### config.mk
export PLATFORM = sky130hd
export DESIGN_NAME = ddr_burst_sched
export DESIGN_NICKNAME = d
export VERILOG_FILES = /design/src/rtl/ddr_sched_pkg.sv /design/src/rtl/ddr_sched_arb.sv /design/src/rtl/ddr_burst_sched.sv
export SDC_FILE = /design/constraint.sdc
export NUM_CORES = 1
export LEC_CHECK = 0
export CELL_PAD_IN_SITES_DETAIL_PLACEMENT = 1
export CELL_PAD_IN_SITES_GLOBAL_PLACEMENT = 1
export CORE_UTILIZATION = 36
export CTS_CLUSTER_DIAMETER = 50
export CTS_CLUSTER_SIZE = 10
export DETAILED_ROUTE_END_ITERATION = 10
export PLACE_DENSITY_LB_ADDON = 0.12
export SYNTH_ARGS = -nofsm -noshare
export SYNTH_HDL_FRONTEND = slang
export SYNTH_SLANG_ARGS = --single-unit
### constraint.sdc
create_clock -name clk200_i -period 3.5 [get_ports clk200_i]
set_input_delay 0.35 -clock clk200_i [delete_from_list [all_inputs] [get_ports clk200_i]]
set_output_delay 0.35 -clock clk200_i [all_outputs]
set_load 0.005 [all_outputs]
### src/rtl/ddr_sched_pkg.sv
// Shared encodings for the DDR burst scheduler: FSM states, grant types and
// the global counter width.
package ddr_sched_pkg;

  localparam int GC_W = 48;

  typedef enum logic [1:0] {
    ST_IDLE  = 2'd0,
    ST_ARMED = 2'd1,
    ST_RUN   = 2'd2,
    ST_DRAIN = 2'd3
  } state_t;

  typedef enum logic [1:0] {
    GT_NONE = 2'd0,
    GT_WR   = 2'd1,
    GT_RD   = 2'd2
  } gtype_t;

endpackage

### src/rtl/ddr_sched_arb.sv
// Burst arbiter: decides which burst type (and length) to grant in a free slot.
// Combinational decision; only the last-granted type is registered.
module ddr_sched_arb
  import ddr_sched_pkg::*;
#(
  parameter int BURST_LEN   = 16,
  parameter int DEPTH_BEATS = 1048576,
  parameter int LVL_W       = 32,
  parameter int LEN_W       = $clog2(BURST_LEN) + 1
) (
  input  logic             clk,
  input  logic             rst_n,
  input  state_t           state,
  input  logic             slot,
  input  logic [LVL_W-1:0] level,
  input  logic [LVL_W-1:0] thr,
  input  logic [LVL_W-1:0] thr_full,
  input  logic [15:0]      wr_fifo_level,
  input  logic [15:0]      rd_fifo_space,
  output gtype_t           pick,
  output logic [LEN_W-1:0] len
);

  localparam logic [15:0]      BL_16   = 16'(BURST_LEN);
  localparam logic [LVL_W-1:0] BL_LVL  = LVL_W'(BURST_LEN);
  localparam logic [LVL_W:0]   DEPTH_X = (LVL_W+1)'(DEPTH_BEATS);
  localparam logic [LEN_W-1:0] BL_LEN  = LEN_W'(BURST_LEN);

  gtype_t last_q;
  logic   wr_ok, space_ok, rd_full, rd_short, rd_ok, rd_pri;

  assign wr_ok    = (state == ST_RUN) && (wr_fifo_level >= BL_16) &&
                    (({1'b0, level} + {1'b0, BL_LVL}) <= DEPTH_X);
  assign space_ok = (rd_fifo_space >= BL_16);
  assign rd_full  = space_ok && (level >= BL_LVL) &&
                    ((state == ST_DRAIN) || ((state == ST_RUN) && (level >= thr)));
  // While draining, a remainder smaller than one burst goes out as a short burst.
  assign rd_short = space_ok && (state == ST_DRAIN) && (level != '0) && (level < BL_LVL);
  assign rd_ok    = rd_full || rd_short;
  assign rd_pri   = (level >= thr_full);

  always_comb begin
    pick = GT_NONE;
    len  = BL_LEN;
    if (slot) begin
      if (rd_ok && (rd_pri || !wr_ok || (last_q == GT_WR))) begin
        pick = GT_RD;
        if (rd_short) len = level[LEN_W-1:0];
      end else if (wr_ok) begin
        pick = GT_WR;
      end
    end
  end

  always_ff @(posedge clk or negedge rst_n) begin
    if (!rst_n)                last_q <= GT_RD;
    else if (pick != GT_NONE)  last_q <= pick;
  end

endmodule

### src/rtl/ddr_burst_sched.sv
// Burst scheduler for the shared DDR stream port: PPS-armed run control, global
// counter, DDR fill level and fixed-length write/read burst grants.
module ddr_burst_sched
  import ddr_sched_pkg::*;
#(
  parameter int BURST_LEN   = 16,
  parameter int DEPTH_BEATS = 1048576,
  parameter int LVL_W       = 32
) (
  input  logic             clk200_i,
  input  logic             ddr_data_rstn,
  input  logic             pps_i,
  input  logic             sr_start_write_ddr_i,
  input  logic [GC_W-1:0]  sr_dq_gc_start_i,
  input  logic [LVL_W-1:0] sr_threshold_i,
  input  logic [LVL_W-1:0] sr_threshold_full_i,
  input  logic [15:0]      wr_fifo_level_i,
  input  logic [15:0]      rd_fifo_space_i,
  input  logic             wr_beat_i,
  input  logic             rd_beat_i,
  output logic             wr_grant_o,
  output logic             rd_grant_o,
  output logic             running_o,
  output logic [GC_W-1:0]  sr_current_dq_gc,
  output logic [LVL_W-1:0] ddr_level_o,
  output logic             overflow_o,
  output logic             proto_err_o,
  output logic [1:0]       state_o
);

  localparam int LEN_W = $clog2(BURST_LEN) + 1;
  localparam logic [15:0]      BL_16   = 16'(BURST_LEN);
  localparam logic [LVL_W:0]   BL_X    = (LVL_W+1)'(BURST_LEN);
  localparam logic [LVL_W:0]   DEPTH_X = (LVL_W+1)'(DEPTH_BEATS);

  state_t           state_q, state_d;
  logic             pps_q, pps_rise, grant_act, burst_beat, arm, stray, ov_hit;
  logic [GC_W-1:0]  gc_q;
  logic [LVL_W-1:0] level_q;
  logic [LEN_W-1:0] burst_len_q, beat_cnt_q, pick_len;
  gtype_t           pick;

  assign pps_rise   = pps_i & ~pps_q;
  assign grant_act  = wr_grant_o | rd_grant_o;
  assign burst_beat = (wr_grant_o & wr_beat_i) | (rd_grant_o & rd_beat_i);
  assign arm        = (state_q == ST_IDLE) & sr_start_write_ddr_i;
  assign stray      = (wr_beat_i & ~wr_grant_o) | (rd_beat_i & ~rd_grant_o) |
                      (rd_beat_i & ~wr_beat_i & (level_q == '0));
  assign ov_hit     = (state_q == ST_RUN) && (wr_fifo_level_i >= BL_16) &&
                      (({1'b0, level_q} + BL_X) > DEPTH_X);

  always_comb begin
    state_d = state_q;
    unique case (state_q)
      ST_IDLE:  if (sr_start_write_ddr_i) state_d = ST_ARMED;
      ST_ARMED: begin
        if (!sr_start_write_ddr_i) state_d = ST_IDLE;
        else if (pps_rise)         state_d = ST_RUN;
      end
      ST_RUN:   if (!sr_start_write_ddr_i) state_d = ST_DRAIN;
      ST_DRAIN: if ((level_q == '0) && !grant_act) state_d = ST_IDLE;
      default:  state_d = ST_IDLE;
    endcase
  end

  // pps_q resets high so a PPS already high when reset lifts is not an edge.
  always_ff @(posedge clk200_i or negedge ddr_data_rstn) begin
    if (!ddr_data_rstn) begin
      state_q <= ST_IDLE;
      pps_q   <= 1'b1;
    end else begin
      state_q <= state_d;
      pps_q   <= pps_i;
    end
  end

  always_ff @(posedge clk200_i or negedge ddr_data_rstn) begin
    if (!ddr_data_rstn)                                 gc_q <= '0;
    else if ((state_q == ST_ARMED) && (state_d == ST_RUN)) gc_q <= sr_dq_gc_start_i;
    else if (running_o)                                 gc_q <= gc_q + GC_W'(1);
  end

  always_ff @(posedge clk200_i or negedge ddr_data_rstn) begin
    if (!ddr_data_rstn) begin
      level_q     <= '0;
      overflow_o  <= 1'b0;
      proto_err_o <= 1'b0;
    end else begin
      if (wr_beat_i && !rd_beat_i)
        level_q <= level_q + LVL_W'(1);
      else if (rd_beat_i && !wr_beat_i && (level_q != '0))
        level_q <= level_q - LVL_W'(1);
      overflow_o  <= (overflow_o & ~arm) | ov_hit;
      proto_err_o <= (proto_err_o & ~arm) | stray;
    end
  end

  // A new burst is only decided while no grant is held, which leaves one idle
  // cycle between consecutive bursts.
  always_ff @(posedge clk200_i or negedge ddr_data_rstn) begin
    if (!ddr_data_rstn) begin
      wr_grant_o  <= 1'b0;
      rd_grant_o  <= 1'b0;
      burst_len_q <= '0;
      beat_cnt_q  <= '0;
    end else if (!grant_act) begin
      wr_grant_o  <= (pick == GT_WR);
      rd_grant_o  <= (pick == GT_RD);
      burst_len_q <= pick_len;
      beat_cnt_q  <= '0;
    end else if (burst_beat) begin
      if ((beat_cnt_q + LEN_W'(1)) == burst_len_q) begin
        wr_grant_o <= 1'b0;
        rd_grant_o <= 1'b0;
      end
      beat_cnt_q <= beat_cnt_q + LEN_W'(1);
    end
  end

  ddr_sched_arb #(
    .BURST_LEN  (BURST_LEN),
    .DEPTH_BEATS(DEPTH_BEATS),
    .LVL_W      (LVL_W),
    .LEN_W      (LEN_W)
  ) u_arb (
    .clk          (clk200_i),
    .rst_n        (ddr_data_rstn),
    .state        (state_q),
    .slot         (~grant_act),
    .level        (level_q),
    .thr          (sr_threshold_i),
    .thr_full     (sr_threshold_full_i),
    .wr_fifo_level(wr_fifo_level_i),
    .rd_fifo_space(rd_fifo_space_i),
    .pick         (pick),
    .len          (pick_len)
  );

  assign running_o        = (state_q == ST_RUN) || (state_q == ST_DRAIN);
  assign state_o          = state_q;
  assign sr_current_dq_gc = gc_q;
  assign ddr_level_o      = level_q;

endmodule

==> results.json <==
{
  "postCtsSetupRepairBufs": 0,
  "peakVddDrop_v": 0.000350,
  "max_slew.worst_pin.slew_ns": 0.834,
  "grt_pass1_vias": 9392,
  "setup_viol": 0,
  "cts_root_buf": "clkbuf_16",
  "clock_power_share": 0.114,
  "grt-ovfl-total": 0,
  "wl_per_cell_um": 19.2,
  "stdcell_count": 1606,
  "grt_pass1_wl_um": 49200,
  "h-tree-depth": 3,
  "synth_area_leaders": "dfrtp_1 29%, ha_1 14%, o21ai_0 5.8%, xor2_1 4.6%, a22oi_1 4.1%",
  "grt_max_degree": 60,
  "cts_hold_buf": 0,
  "hp-class": "in -> async",
  "cp-end-kind": "register",
  "cp-start-kind": "input pin",
  "crit_path_max_fanout": 9,
  "grt.met3_usage": 0.0311,
  "syn_area_um2": 8390,
  "p_switching_uw": 3810,
  "hpwl_um": 24400,
  "clk_pin_slew_worst_paths_ns": 0.08,
  "crit_start": "rd_beat_i",
  "rsz0062_at_grt": "false",
  "path_buf_inv": 3,
  "timing.fmax_mhz": 306,
  "layout-drive-gt1-share": 0.102,
  "dieArea_um2": 23900,
  "chipWidth_um": 155,
  "yosysWarnings": 0,
  "synth_seq_cells": 99,
  "drt_pass1_iterations": 4,
  "ctsLongestPathBuffers": 2,
  "finalHoldViolations": 0,
  "drv_cap": 0,
  "p_sw_frac": 0.439,
  "antenna_found_initial": 0,
  "fin_util": 0.521,
  "internal_power_uw": 4880,
  "clock_latency_ns": 0.36,
  "num_rows": 55,
  "fin_area_um2": 11900,
  "dp_cells": 1590,
  "path_cells": "clkdlybuf4s50_1 -> nor2b_2 -> inv_1 -> buf_4 -> ha_1 -> and2_1 -> a221o_1 -> a211oi_1 -> a211o_1 -> nand2_1 -> o211ai_1 -> mux2i_1 -> xnor2_1",
  "seqPwrFrac": 0.267,
  "setup_tns_ns": 0,
  "relSlewSlack": 0.441,
  "skew_ns": 0.00970,
  "status": "finished clean",
  "cts_tree": "built",
  "gr-usage-met1": 0.325,
  "timing.hold.ws_ns": 0.0514,
  "cpLargestDelayFamily": "compound AO/OA/AOI/OAI gates",
  "nFillCells": 2723,
  "grt-busiest-layer": "met2",
  "first_iter_violations": 267,
  "finalMaxSlewViolations": 0,
  "pwr_density_cell_nw_per_um2": 731,
  "antennaDiodeCount": 0,
  "critPathRequiredTime_ns": 3.78,
  "synth_top_area_frac": 0.289,
  "p_leak_uw": 0.00514,
  "syn2layout_area_growth_pct": 41.5,
  "die_h_um": 155,
  "arrival_ns": 3.55,
  "ios": 237,
  "syn-num-nets": 1241,
  "met2_usage": 0.471,
  "start_util": 0.368,
  "nets": 1535,
  "synth.avg_cell_area_um2": 8.44,
  "async_flop_share": 1.00,
  "synth-seq-area-share": 0.296,
  "vias": 8744,
  "critPathMaxStageDelay_ns": 0.48,
  "track_usage": 0.263,
  "yosys.area.top_type": "dfrtp_1",
  "core_area_um2": 22800,
  "place_area_um2": 11600,
  "wl_um": 30800,
  "cts_made_buffers": 9,
  "port_buffers": 228,
  "vias_per_cell": 5.44,
  "globalplace.congestion": 0.899,
  "criticalPathCategory": "in -> reg",
  "period_share": 0.933,
  "synth_cell_types": 75,
  "syn_inst": 994,
  "synth_edf_count": 0,
  "power_frac_comb": 0.620,
  "cts.sinks": 99,
  "synthFlopType": "dfrtp_1",
  "ant_nets": 0,
  "fin_crit_ns": 3.27,
  "slowest_stage": "clkdlybuf4s50_1",
  "r2r-start": "ddr_level_o[0]",
  "drcViolationCount": 0
}
power by group through the flow:
| stage | combinational [µW] | clock (µW) | sequential [µW] |
|---|---|---|---|
| finish | 5380 | 989 | 2310 |
| global route | 5970 | 1070 | 2400 |
| global placement | 5140 | 0 | 2310 |
| detailed placement | 5330 | 0 | 2340 |
| floorplan | 2810 | 0 | 2190 |
| CTS | 5390 | 1020 | 2320 |
sequential cells by signal, indices dropped and copies added, names as in the netlist, 2 cells and up:
| register | cells |
|---|---|
| state_o | 2 |
| ddr_level_o | 32 |
| u_arb.last_q | 2 |
| beat_cnt_q | 5 |
| burst_len_q | 5 |
| sr_current_dq_gc | 48 |
worst register-to-register path, stage by stage, from the launching register on:
cell and delay (ns):
dfrtp_1 0.46, buf_4 0.20, fa_1 0.44, a21oi_1 0.25, o211ai_1 0.16, a22oi_2 0.29, a21oi_2 0.15, a41o_1 0.31
o41ai_2 0.25, xor2_1 0.18, a21oi_1 0.08
metal layers:
layer	routed length (µm)	vias to the layer above
li1	-	4212
met5	0	-
met2	15400	215
met1	13200	4278
met3	1440	39
met4	761	0
synthesized netlist by cell type (all sizes together) (6+ instances only):
cell type / number
nor2: 49
o21ai: 101
inv: 85
nand2: 86
nand3: 35
ha: 96
nand2b: 11
a21o: 22
dfrtp: 97
buf: 10
a31oi: 8
clkbuf: 20
and4: 7
xor2: 44
xnor2: 38
o211ai: 9
a21oi: 61
and3: 9
a211oi: 8
a22oi: 46
nand4: 38
nor3: 11
or3: 6
nor2b: 12
nor4: 17
worst paths after layout:
kind	end	depth (start not counted)	slack, ns
min reg2reg	u_arb.last_q[1]	1	0.51
max	ddr_level_o[31]	13	0.23
max in group asynchronous	ddr_level_o[21]	2	2.55
min in group clk200_i	pps_q	1	0.45
min	sr_current_dq_gc[29]	1	0.05
max reg2reg	ddr_level_o[30]	10	0.59
repair_timing:
| item | in CTS | in global routing |
|---|---|---|
| gates resized for setup | 0 | 4 |
| endpoints found under the hold margin | 0 | 0 |
| setup endpoints to repair | 0 | 6 |
logic make-up (layout without fill, tap and decap cells):
group           count (synthesis)  count (layout)  synth area share
compound gates                298             298             0.226
xor+xnor                       82              82            0.0856
fa+ha+maj                      97              97             0.146
buf+inv                       117             416            0.0571
flops                          99              99             0.296
mux                             4               4           0.00477
simple gates                  297             297             0.186
through the flow:
step | setup WS, ns | total power, µW
final | 0.234 | 8680
after global routing | 0.0509 | 9440
after CTS | 0.101 | 8730
after detailed placement | -0.249 | 7670
after global placement | -0.135 | 7460
after floorplan | 0.295 | 5000
cell type report:
type                    count  area (µm²)  area share
clock buffers              10         229      0.0193
clock inverters             6        48.8     0.00411
inverters                  86         323      0.0272
multi-input cells         778        5460       0.460
flip-flops and latches     99        2480       0.209
well taps                 313         392      0.0330
repair buffers            314        2940       0.247
cell usage in the layout (no fill, tap or decap), types with 5 or more instances in the layout:
cell	netlist	routed
and3_1	7	7
a211oi_1	8	8
a21o_1	22	22
xor2_1	44	44
ha_1	96	96
xnor2_1	38	38
or3_1	5	5
clkbuf_16	0	9
inv_1	85	85
buf_4	3	86
a31oi_1	8	8
nand4_1	36	36
nor2_1	49	48
nor2b_1	12	11
a21oi_1	60	59
o211ai_1	9	9
nor4_1	15	15
and4_1	7	7
o21ai_0	98	98
nand2_1	85	85
nand3_1	34	34
dfrtp_1	97	97
a22oi_1	46	45
nor3_1	10	9
nand2b_1	11	11
clkdlybuf4s50_1	0	227
No activity file was read; power rests on OpenSTA's default activity.
